$ cat src/rtl/cache_pkg.sv
// Shared types and helpers for the cache request sequencer: FSM state
// encoding, op-bit meanings and index-width helpers.
package cache_pkg;

  typedef enum logic [3:0] {
    ST_IDLE,
    ST_LOAD_OP,
    ST_LOAD_RA,
    ST_LOAD_WA,
    ST_LOAD_WD,
    ST_LOADED,
    ST_ISSUE,
    ST_WAIT_RSP,
    ST_DONE
  } state_t;

  localparam logic OP_READ  = 1'b1;
  localparam logic OP_WRITE = 1'b0;

  function automatic int clog2(input int n);
    int r;
    r = 0;
    while ((1 << r) < n) r++;
    return r;
  endfunction

  // Index width that never collapses to zero bits when DEPTH is 1.
  function automatic int idx_w(input int n);
    return (clog2(n) < 1) ? 1 : clog2(n);
  endfunction

  function automatic state_t next_phase(input state_t s);
    case (s)
      ST_LOAD_OP: return ST_LOAD_RA;
      ST_LOAD_RA: return ST_LOAD_WA;
      ST_LOAD_WA: return ST_LOAD_WD;
      default:    return ST_LOADED;
    endcase
  endfunction

endpackage

$ cat src/rtl/seq_load_buffer.sv
// DEPTH x DW register file: one synchronous write port, one asynchronous
// read port, cleared by the synchronous reset.
module seq_load_buffer
  import cache_pkg::*;
#(
  parameter int DEPTH = 2,
  parameter int DW    = 8,
  localparam int IW   = idx_w(DEPTH)
) (
  input  logic          clk,
  input  logic          rst,
  input  logic          we,
  input  logic [IW-1:0] waddr,
  input  logic [DW-1:0] wdata,
  input  logic [IW-1:0] raddr,
  output logic [DW-1:0] rdata
);

  logic [DW-1:0] mem [DEPTH];

  always_ff @(posedge clk) begin
    if (rst) begin
      for (int i = 0; i < DEPTH; i++) mem[i] <= '0;
    end else if (we) begin
      mem[waddr] <= wdata;
    end
  end

  assign rdata = mem[raddr];

endmodule

$ cat src/rtl/cache_req_sequencer.sv
// Loads a request program serially (op, read addr, write addr, write data),
// then issues it to one cache port with one request outstanding at a time.
module cache_req_sequencer
  import cache_pkg::*;
#(
  parameter int DEPTH = 2,
  parameter int DW    = 8
) (
  input  logic                        clk,
  input  logic                        rst,
  input  logic                        store,
  input  logic                        start,
  input  logic [DW-1:0]               input_data,
  output logic                        req_valid,
  input  logic                        req_ready,
  output logic                        req_we,
  output logic [DW-1:0]               req_addr,
  output logic [DW-1:0]               req_wdata,
  input  logic                        rsp_valid,
  input  logic                        rsp_hit,
  input  logic [DW-1:0]               rsp_rdata,
  input  logic [idx_w(DEPTH)-1:0]     res_idx,
  output logic [DW-1:0]               res_rdata,
  output logic [clog2(DEPTH+1)-1:0]   hit_count,
  output logic                        loaded,
  output logic                        busy,
  output logic                        done,
  output logic                        start_err
);

  localparam int IW = idx_w(DEPTH);
  localparam logic [IW-1:0] LAST = IW'(DEPTH - 1);

  state_t           state;
  logic [IW-1:0]    index;
  logic [DEPTH-1:0] op_vec;

  logic          in_load;
  logic          restart;
  logic          do_start;
  logic          last_entry;
  logic [IW-1:0] iss_idx;
  logic [DW-1:0] ra_rd;
  logic [DW-1:0] wa_rd;
  logic [DW-1:0] wd_rd;
  logic          nxt_read;
  logic          ra_we;
  logic          wa_we;
  logic          wd_we;
  logic          res_we;

  assign in_load    = (state == ST_LOAD_OP) || (state == ST_LOAD_RA) ||
                      (state == ST_LOAD_WA) || (state == ST_LOAD_WD);
  // start wins over store in LOADED; store wins over start in DONE.
  assign do_start   = start && ((state == ST_LOADED) || ((state == ST_DONE) && !store));
  assign restart    = store && ((state == ST_IDLE) || (state == ST_DONE) ||
                                ((state == ST_LOADED) && !start));
  assign last_entry = (index == LAST);

  // Buffers are read at the entry about to be issued so the request
  // fields can be registered on the transition into ISSUE.
  assign iss_idx  = (state == ST_WAIT_RSP) ? index + 1'b1 : '0;
  assign nxt_read = (op_vec[iss_idx] == OP_READ);

  assign ra_we  = store && (state == ST_LOAD_RA);
  assign wa_we  = store && (state == ST_LOAD_WA);
  assign wd_we  = store && (state == ST_LOAD_WD);
  assign res_we = (state == ST_WAIT_RSP) && rsp_valid && (op_vec[index] == OP_READ);

  seq_load_buffer #(.DEPTH(DEPTH), .DW(DW)) u_ra (
    .clk(clk), .rst(rst), .we(ra_we), .waddr(index), .wdata(input_data),
    .raddr(iss_idx), .rdata(ra_rd)
  );

  seq_load_buffer #(.DEPTH(DEPTH), .DW(DW)) u_wa (
    .clk(clk), .rst(rst), .we(wa_we), .waddr(index), .wdata(input_data),
    .raddr(iss_idx), .rdata(wa_rd)
  );

  seq_load_buffer #(.DEPTH(DEPTH), .DW(DW)) u_wd (
    .clk(clk), .rst(rst), .we(wd_we), .waddr(index), .wdata(input_data),
    .raddr(iss_idx), .rdata(wd_rd)
  );

  seq_load_buffer #(.DEPTH(DEPTH), .DW(DW)) u_res (
    .clk(clk), .rst(rst), .we(res_we), .waddr(index), .wdata(rsp_rdata),
    .raddr(res_idx), .rdata(res_rdata)
  );

  always_ff @(posedge clk) begin
    if (rst) begin
      state     <= ST_IDLE;
      index     <= '0;
      op_vec    <= '0;
      hit_count <= '0;
      start_err <= 1'b0;
      req_valid <= 1'b0;
      req_we    <= 1'b0;
      req_addr  <= '0;
      req_wdata <= '0;
      loaded    <= 1'b0;
      busy      <= 1'b0;
      done      <= 1'b0;
    end else begin
      if (in_load && start) start_err <= 1'b1;

      case (state)
        ST_IDLE, ST_LOADED, ST_DONE: begin
          if (do_start) begin
            state     <= ST_ISSUE;
            index     <= '0;
            hit_count <= '0;
            req_valid <= 1'b1;
            req_we    <= ~nxt_read;
            req_addr  <= nxt_read ? ra_rd : wa_rd;
            req_wdata <= nxt_read ? '0 : wd_rd;
            busy      <= 1'b1;
            loaded    <= 1'b0;
            done      <= 1'b0;
          end else if (restart) begin
            op_vec[0] <= input_data[0];
            loaded    <= 1'b0;
            done      <= 1'b0;
            if (DEPTH == 1) begin
              state <= ST_LOAD_RA;
              index <= '0;
            end else begin
              state <= ST_LOAD_OP;
              index <= IW'(1);
            end
          end
        end

        ST_LOAD_OP, ST_LOAD_RA, ST_LOAD_WA, ST_LOAD_WD: begin
          if (store) begin
            if (state == ST_LOAD_OP) op_vec[index] <= input_data[0];
            if (last_entry) begin
              index  <= '0;
              state  <= next_phase(state);
              loaded <= (state == ST_LOAD_WD);
            end else begin
              index <= index + 1'b1;
            end
          end
        end

        ST_ISSUE: begin
          if (req_ready) begin
            state     <= ST_WAIT_RSP;
            req_valid <= 1'b0;
            req_we    <= 1'b0;
            req_addr  <= '0;
            req_wdata <= '0;
          end
        end

        ST_WAIT_RSP: begin
          if (rsp_valid) begin
            if (rsp_hit) hit_count <= hit_count + 1'b1;
            if (last_entry) begin
              state <= ST_DONE;
              busy  <= 1'b0;
              done  <= 1'b1;
            end else begin
              index     <= index + 1'b1;
              state     <= ST_ISSUE;
              req_valid <= 1'b1;
              req_we    <= ~nxt_read;
              req_addr  <= nxt_read ? ra_rd : wa_rd;
              req_wdata <= nxt_read ? '0 : wd_rd;
            end
          end
        end

        default: state <= ST_IDLE;
      endcase
    end
  end

endmodule

$ cat config.mk
export PLATFORM = sky130hd
export DESIGN_NAME = cache_req_sequencer
export DESIGN_NICKNAME = d
export VERILOG_FILES = /design/src/rtl/cache_pkg.sv /design/src/rtl/seq_load_buffer.sv /design/src/rtl/cache_req_sequencer.sv
export SDC_FILE = /design/constraint.sdc
export NUM_CORES = 1
export LEC_CHECK = 0
export BUFFER_PORTS_ARGS = -buffer_cell sky130_fd_sc_hd__buf_2
export CAP_MARGIN = 40
export CORE_ASPECT_RATIO = 0.5
export CORE_MARGIN = 2
export CORE_UTILIZATION = 35
export DETAILED_ROUTE_END_ITERATION = 8
export MAX_ROUTING_LAYER = met4
export PLACE_DENSITY_LB_ADDON = 0.15
export REMOVE_ABC_BUFFERS = 1
export SYNTH_ARGS = -nofsm -noshare
export SYNTH_HDL_FRONTEND = slang
export SYNTH_SLANG_ARGS = --single-unit
$ cat constraint.sdc
create_clock -name clk -period 4.6 [get_ports clk]
set_input_delay 1.38 -clock clk [delete_from_list [all_inputs] [get_ports clk]]
set_output_delay 1.38 -clock clk [all_outputs]
set_load 0.005 [all_outputs]
==> flow_summary.toml, run 1 <==
[outcome]
status = "finished clean"

[logic_synthesis]
async_flop_share_pct = 0
ys_ff_latch = 95
yosysWarnings = 0
synth_area_um2 = 4554
synth_flop_cell = "edfxtp_1"
synth-edff-count = 64
synth_cells = 388
ys_seq_area_share_pct = 55.82
avgSynthCellArea_um2 = 11.74
ys_types = 53

[clocking]
clock_path_buffers = 2
ctsResizeCount = 0
htree_num_levels = 3
cts_num_sinks = 95
clock-root-buffer = "clkbuf_16"
worstSkewPairLatency_ns = 0.34
cts_made_buffers = 9
cts_tree = "built"
cts_hold_buf = 0
postCtsSetupBuffers = 0
path_clk_slew_ns = 0.07

[finish]
n_antenna_cell = 0
fin_area_um2 = 5289
final_cell_mix = "64 x and2_1, 64 x edfxtp_1, 55 x buf_2"
syn_to_final_growth_pct = 16.13
final_nets = 461
fin_util_pct = 41.65
layout-drive-gt1-share_pct = 26.47

[pwr]
switchingPower_uw = 698.7
seqPwrFrac_pct = 47.2
intPower_uw = 1621
p_leak_uw = 0.002041
switching_share_pct = 30.11
clkPwrFrac_pct = 32.7
p_per_area_nw_per_um2 = 438.7
p_comb_share_pct = 20.1
ir_worst_vdd_v = 0.0001850

[floorplanning]
die_y_um = 84.66
ios = 56
start_util_pct = 35.86
fp.coreArea_um2 = 12700
rows = 29
fp.dieW_um = 165.3
die-area_um2 = 14000

[sta]
rsz0062_at_grt = "false"
max_slew_margin_pct = 41.64
fin_tns_setup_ns = 0
finalHoldViolCount = 0
max_freq_mhz = 289.1
setup_viol = 0
slew_violations = 0
worst_pin_slew_ns = 0.8680
period_needed_ns = 3.460
skew_ns = 0.006888
finalCritPeriodShare_pct = 75.21

[detailed_routing]
route.detailed.drc = 0
via_per_inst = 5.044
wl_per_cell_um = 16.71
drtIter0Drc = 130
num_vias = 3087
firstDrtPassIters = 4
route.antenna.remaining_nets = 0
routed_wl_um = 10230

[global_route]
grt_antenna_before_repair = 0
grt_max_degree = 31
grt_pass1_vias = 2975
grt_first_pass_wirelength_um = 16260
grt_usage_pct = 15.83
grt.overflow.total = 0

[placement]
dp_hpwl_um = 7011
place_congestion = 0.7563
io_buffers = 55
postPlaceCellArea_um2 = 4985

[worst_setup_path]
critPathCaptureType = "output port"
cp.arrival_ns = 2.08
start_kind = "primary input"
worstSetupPathType = "in -> out"
cp.required_ns = 3.22
worst-path-max-fanout = 8

[hold_path]
hold_path_class = "reg -> reg"

[run]
maxCapViolCount = 0
[cell families (layout without fill, tap and decap cells)]
kind of cell    Yosys count  count (layout)  synth area share (%)
simple gates            146             146                 20.14
flops                    95              95                 55.82
compound gates           84              84                 15.00
buf+inv                  43              97                 4.368
mux                      20              20                 4.670
[power by group through the flow]
stage               clock network (uW)  registers (uW)  logic (uW)
floorplan                            0            1080         334
global route                       814            1110         522
detailed placement                   0            1110         470
finish                             758            1100         467
CTS                                783            1090         472
global placement                     0            1120         467
[synth_stat cells (all sizes together), types with 3 or more instances]
cell,count,area [um2]
or3,3,18.77
o21a,3,22.52
o21ai,6,30.03
or2,10,62.56
mux2i,10,100.1
mux2,10,112.6
a21oi,15,75.07
buf,12,82.58
edfxtp,64,1922
clkbuf,11,41.29
o32ai,17,216.5
nand2b,4,25.02
dfxtp,31,620.6
nor2,12,45.04
and3,3,18.77
a211oi,23,172.7
or4b,3,30.03
nand2,7,26.28
nand3,3,15.01
nor4,3,25.02
and2,64,400.4
inv,20,75.07
nor2b,19,118.9
nor3,3,25.02
[routing by layer]
metal  track usage (%)  up-vias  wire [um]
met1             21.83     1501       5274
met2             23.67       53       4475
li1                  -     1523          -
met3             4.051       10        387
met4             3.213        0         90
met5                 -        -          0
[sequential cells by signal, summed over array words and instances (netlist names)]
register	cells
req_we	1
done	1
busy	1
u_wd.mem	16
req_valid	1
u_res.mem	16
index	1
loaded	1
u_wa.mem	16
start_err	1
req_addr	8
u_ra.mem	16
state	4
hit_count	2
req_wdata	8
op_vec	2
[worst paths after layout]
| path | slack (ns) | cells past startpoint | end | startpoint |
|---|---|---|---|---|
| max | 1.14 | 3 | res_rdata[2] | res_idx |
| min | 0.46 | 2 | req_wdata[5] | req_wdata[5] |
| max reg2reg | 1.86 | 3 | u_wd.mem[0][3] | state[2] |
| min reg2reg | 0.46 | 2 | req_wdata[5] | req_wdata[5] |
[stage by stage]
stage / power (uW) / setup slack [ns] / cells / hold WS (ns)
2_1_floorplan: 1415 / 1.526 / 365 / 0.4497
3_3_place_gp: 1582 / 1.178 / 593 / 0.4432
3_5_place_dp: 1584 / 1.147 / 596 / 0.4492
4_1_cts: 2350 / 1.143 / 612 / 0.4594
5_1_grt: 2447 / 1.107 / 612 / 0.4820
6_report: 2320 / 1.140 / 612 / 0.4558
[worst max-delay path, stage by stage]
cell and delay [ns]:
buf_2 0.21, mux2_2 0.36, buf_2 0.13
[cell type report]
cell class,count,area [um2]
timing repair buffer,61,337.8
sequential,95,2542
clock buffer,9,225.2
clock inverter,7,78.83
inverter,20,75.07
fill,1223,7411
multi-input combinational,250,1817
tap,170,212.7
(Power assumes the default switching activity.)
==> run 2, diff against run 1 <==
- clock period: 4.6 -> 3.6 ns (I/O delays scaled with it)
==> run 2 against run 1 <==
Against the previous run:
- clock power rose by 27%
- critical path depth did not move
- global-route usage fell by 0.066 points
- clock-buffer cell count rose by 1
- final cell count rose by 1.1%
- flip-flop and latch count did not move
- non-clock buffer count rose by 7
- total power rose by 28%
- register-to-register slack got worse by 0.78 ns
- sequential power rose by 27%
- via count fell by 0.78%
- routed wire length rose by 1.1%
- highest routed layer unchanged
==> flow_summary.toml, run 2 (synthesis results as in run 1) <==
[worst_setup_path]
critPathLaunch = "res_idx"
critPathSlowestCell = "mux2_2"
path_common_cell = "buf_2"
r2r_start = "state[3]"
start_kind = "primary input"
cp_slowest_stage_delay_ns = 0.36
critPathCaptureType = "output port"
worst-path-max-fanout = 8
worstSetupPathType = "in -> out"
cp.required_ns = 2.52
path_cells = "buf_2 -> mux2_2 -> buf_2"
cp.arrival_ns = 1.77

[floorplanning]
fp.coreArea_um2 = 12700
die_y_um = 84.66
ios = 56
die-area_um2 = 14000
start_util_pct = 35.86
rows = 29
fp.dieW_um = 165.3

[sta]
slew_violations = 0
period_needed_ns = 2.853
rsz0062_at_grt = "false"
skew_ns = 0.008234
setup_viol = 0
finalHoldViolCount = 0
worst_pin_slew_ns = 0.7688
finalCritPeriodShare_pct = 79.25
fin_tns_setup_ns = 0
max_freq_mhz = 350.5
max_slew_margin_pct = 48.67

[detailed_routing]
wl_met3_um = 423
drtIter0Drc = 142
num_vias = 3063
wl_per_cell_um = 16.70
routed_wl_um = 10340
route.antenna.remaining_nets = 0
wl_met2_um = 4604
wl_met1_um = 5168
route.detailed.drc = 0
highest_layer = "met4"
firstDrtPassIters = 4
via_per_inst = 4.948

[clocking]
clock_path_buffers = 2
cts_hold_buf = 0
htree_num_levels = 3
cts_num_sinks = 95
postCtsSetupBuffers = 0
path_clk_slew_ns = 0.07
worstSkewPairLatency_ns = 0.34
ctsResizeCount = 0
cts_made_buffers = 9
clock-root-buffer = "clkbuf_16"
cts_tree = "built"

[outcome]
status = "finished clean"

[placement]
place_inst = 603
io_buffers = 55
dp_hpwl_um = 7046
place_congestion = 0.8200

[finish]
final_cell_mix = "64 x and2_1, 64 x edfxtp_1, 55 x buf_2"
layout-drive-gt1-share_pct = 27.62
final_nets = 468
n_antenna_cell = 0
syn_to_final_growth_pct = 16.92
fin_cells = 619
fin_util_pct = 41.93

[pwr]
p_per_area_nw_per_um2 = 557.9
ir_worst_vdd_v = 0.0002504
p_leak_uw = 0.002072

[run]
maxCapViolCount = 0

[global_route]
grt_pass1_vias = 3033
grt_first_pass_wirelength_um = 16110
grt_usage_pct = 15.77
grt_antenna_before_repair = 0
grt_max_degree = 25
grt.overflow.total = 0

[hold_path]
hold_path_class = "reg -> reg"
min-delay-start = "req_wdata[3]"
[run 2: critical path, delay by kind of cell]
family   cells  cell delay (ns)
buf+inv      2             0.33
mux          1             0.36
[run 2: through the flow]
stage / hold WS, ns / power (uW) / cell area (um2) / setup WS (ns)
2_1_floorplan: 0.4497 / 1808 / 4431 / 0.9428
3_3_place_gp: 0.4437 / 2036 / 5012 / 0.6710
3_5_place_dp: 0.4458 / 2036 / 5027 / 0.7426
4_1_cts: 0.4590 / 2995 / 5325 / 0.7382
5_1_grt: 0.4680 / 3127 / 5325 / 0.7233
6_report: 0.4542 / 2971 / 5325 / 0.7472
[run 2: power by group]
group | internal (uW) | total [uW] | leakage [uW] | switching, uW
clock | 544 | 960 | 0.000143 | 416
combinational | 274 | 610 | 0.00102 | 336
sequential | 1260 | 1400 | 0.000913 | 146
[run 2: area by class of cell]
type                    instances  area, um2
clock buffers                  10      229.0
clock inverters                 6      68.82
fillers                      1237       7375
inverters                      20      75.07
multi-input cells             250       1817
flip-flops and latches         95       2542
well taps                     170      212.7
repair buffers                 68      380.4
[run 2: final timing paths]
check | to | slack (ns) | cells after the start
worst min register to register | req_wdata[3] | 0.45 | 2
worst max-delay path | res_rdata[6] | 0.75 | 3
worst min-delay path | req_wdata[3] | 0.45 | 2
worst max register to register | req_wdata[5] | 1.08 | 5
[run 2: per-layer routing]
layer  vias up  track usage (%)
li1       1534                -
met1      1461            20.99
met2        55            23.75
met3        13            4.496
met4         0            3.997
met5         -                -
==> run 3, diff against run 2 <==
- ABC_AREA: not set -> 1
- clock period: 3.6 -> 2.3 ns (I/O delays scaled with it)
==> run 3 against run 2 <==
Against the previous run:
- sequential share of layout area grew 0.71 points
- die area shrank 2.9%
- clock skew shrank 0.0032 ns
- via count is 14% higher
- clock power grew 49%
- first-iteration DRC count grew 2.8%
- largest cell class unchanged
- utilization increased by 1.6 points
- clock-buffer cell count grew 2
- critical path type unchanged
- critical path depth unchanged
- flip-flop and latch count unchanged
- non-clock buffer count increased by 5
- worst hold slack improved by 0.0069 ns
==> flow_summary.toml, run 3 <==
[global_route]
grt_first_pass_wirelength_um = 16950
grt_pass1_vias = 3360
grt.overflow.total = 0
grt_max_degree = 21
grt_usage_pct = 16.47
grt_antenna_before_repair = 0

[clocking]
cts_made_buffers = 9
worstSkewPairLatency_ns = 0.34
htree_num_levels = 3
cts_hold_buf = 0
clock-root-buffer = "clkbuf_16"
path_clk_slew_ns = 0.06
cts_num_sinks = 95
cts_tree = "built"
clock_path_buffers = 2

[logic_synthesis]
ys_types = 26
yosysWarnings = 0
synth_most_common_cell = "nand2_1"
synth-edff-count = 64
synth_cells = 516
async_flop_share_pct = 0
synth_flop_cell = "edfxtp_1"
ys_top_cells_by_count = "145 x nand2_1, 95 x nor2_1, 64 x edfxtp_1, 64 x nand3_1, 36 x inv_1"
yosysTopAreaCellShare_pct = 43.50
ys_ff_latch = 95
synth_area_leaders = "edfxtp_1 44%, dfxtp_1 14%, nand2_1 12%"
synth_area_um2 = 4418
ys_seq_area_share_pct = 57.55
avgSynthCellArea_um2 = 8.562
synth_area_leader_cell = "edfxtp_1"

[detailed_routing]
drtIter0Drc = 146
via_per_inst = 4.624
num_vias = 3482
wl_per_cell_um = 13.89
routed_wl_um = 10460
route.antenna.remaining_nets = 0
firstDrtPassIters = 4
route.detailed.drc = 0

[worst_setup_path]
start_kind = "primary input"
worst-path-max-fanout = 8
cp.required_ns = 1.61
worstSetupPathType = "in -> out"
cp.arrival_ns = 1.36
critPathCaptureType = "output port"

[sta]
slew_violations = 0
period_needed_ns = 2.053
finalCritPeriodShare_pct = 89.28
rsz0062_at_grt = "false"
fin_tns_setup_ns = 0
skew_ns = 0.005025
fin_hold_ws_ns = 0.4611
finalHoldViolCount = 0
worst_pin_slew_ns = 0.4277
max_freq_mhz = 487.0
max_slew_margin_pct = 71.33
setup_viol = 0

[finish]
final_cell_mix = "145 x nand2_1, 95 x nor2_1, 64 x nand3_1, 64 x edfxtp_1, 55 x buf_2"
syn_to_final_growth_pct = 18.78
final_nets = 607
final_common_cell = "nand2_1"
layout-drive-gt1-share_pct = 19.22
n_antenna_cell = 0

[floorplanning]
rows = 28
start_util_pct = 36.66
die-area_um2 = 13590
fp.coreArea_um2 = 12050
fp.dieW_um = 162.9
die_y_um = 83.45
ios = 56

[pwr]
ir_worst_vdd_v = 0.0003456
p_per_area_nw_per_um2 = 903.2
p_leak_uw = 0.002445

[placement]
io_buffers = 55
place_congestion = 0.9009
dp_hpwl_um = 7541

[run]
maxCapViolCount = 0

[outcome]
status = "finished clean"

[hold_path]
hold_path_class = "reg -> reg"
-- run 3: cell count changes in the layout (fill, tap and decap cells not counted), moves of 5 or more --
cell,previous run,this run
nand2_1,7,145
nor2_1,12,95
and2_1,64,0
nand3_1,3,64
a211oi_1,23,0
nor2b_1,19,0
inv_1,20,36
a21oi_1,15,25
mux2i_1,10,0
o32ai_2,9,0
or2_2,10,1
o32ai_1,8,0
buf_4,12,17
-- run 3: report_power, final --
| group | internal, uW | switching [uW] |
|---|---|---|
| Sequential | 1960 | 76.3 |
| Clock | 797 | 635 |
| Combinational | 389 | 879 |
| Total | 3150 | 1590 |
-- run 3: cells by family (layout without fill, tap and decap cells) --
group | count (synthesis) | after routing | share of synthesized area [%]
muxes | 8 | 8 | 2.039
and+or+nand+nor | 320 | 320 | 30.50
DFF | 95 | 95 | 57.55
AOI/OAI and AO/OA | 36 | 36 | 4.447
buffers and inverters | 57 | 129 | 5.466
-- run 3: metrics by stage --
stage                     cell area [um2]  setup slack, ns  utilization (%)  cells  total power, uW
after floorplan                      4327           0.2315                -    499             2926
after CTS                            5243           0.2344            43.50    753             4789
final                                5248           0.2466            43.54    753             4740
after global placement               4956           0.2562            41.12    737             3349
after global routing                 5248          0.09224            43.54    753             5038
after detailed placement             4956           0.1975            41.12    737             3342
-- run 3: final timing paths --
check | startpoint | to | depth (start not counted) | slack, ns
worst min-delay path | req_we | req_we | 2 | 0.46
worst max-delay path | res_idx | res_rdata[6] | 3 | 0.25
worst max register to register | state[1] | u_res.mem[0][3] | 6 | 0.30
worst min register to register | req_we | req_we | 2 | 0.46
-- run 3: worst max-delay path, stage by stage --
cell and delay (ns):
buf_2 0.19, mux2_2 0.36, buf_2 0.12
-- run 3: repair_timing --
item | in CTS | in global routing
endpoints found under the setup margin | 0 | 4
buffers inserted | 0 | 0
endpoints found under the hold margin | 0 | 0
gates resized for setup | 0 | 1
-- run 3: layout make-up --
type,count,area (um2)
tap,165,206.4
multi-input combinational,364,1639
timing repair buffer,73,422.9
clock inverter,4,30.03
fill,1242,6804
inverter,40,150.1
clock buffer,12,256.5
sequential,95,2542
-- run 3: per-layer routing --
| layer | GRT usage [%] | part of all wire, % |
|---|---|---|
| met5 | - | 0 |
| met4 | 3.701 | 0.79 |
| met3 | 3.846 | 4.8 |
| met2 | 25.50 | 45 |
| met1 | 22.06 | 50 |
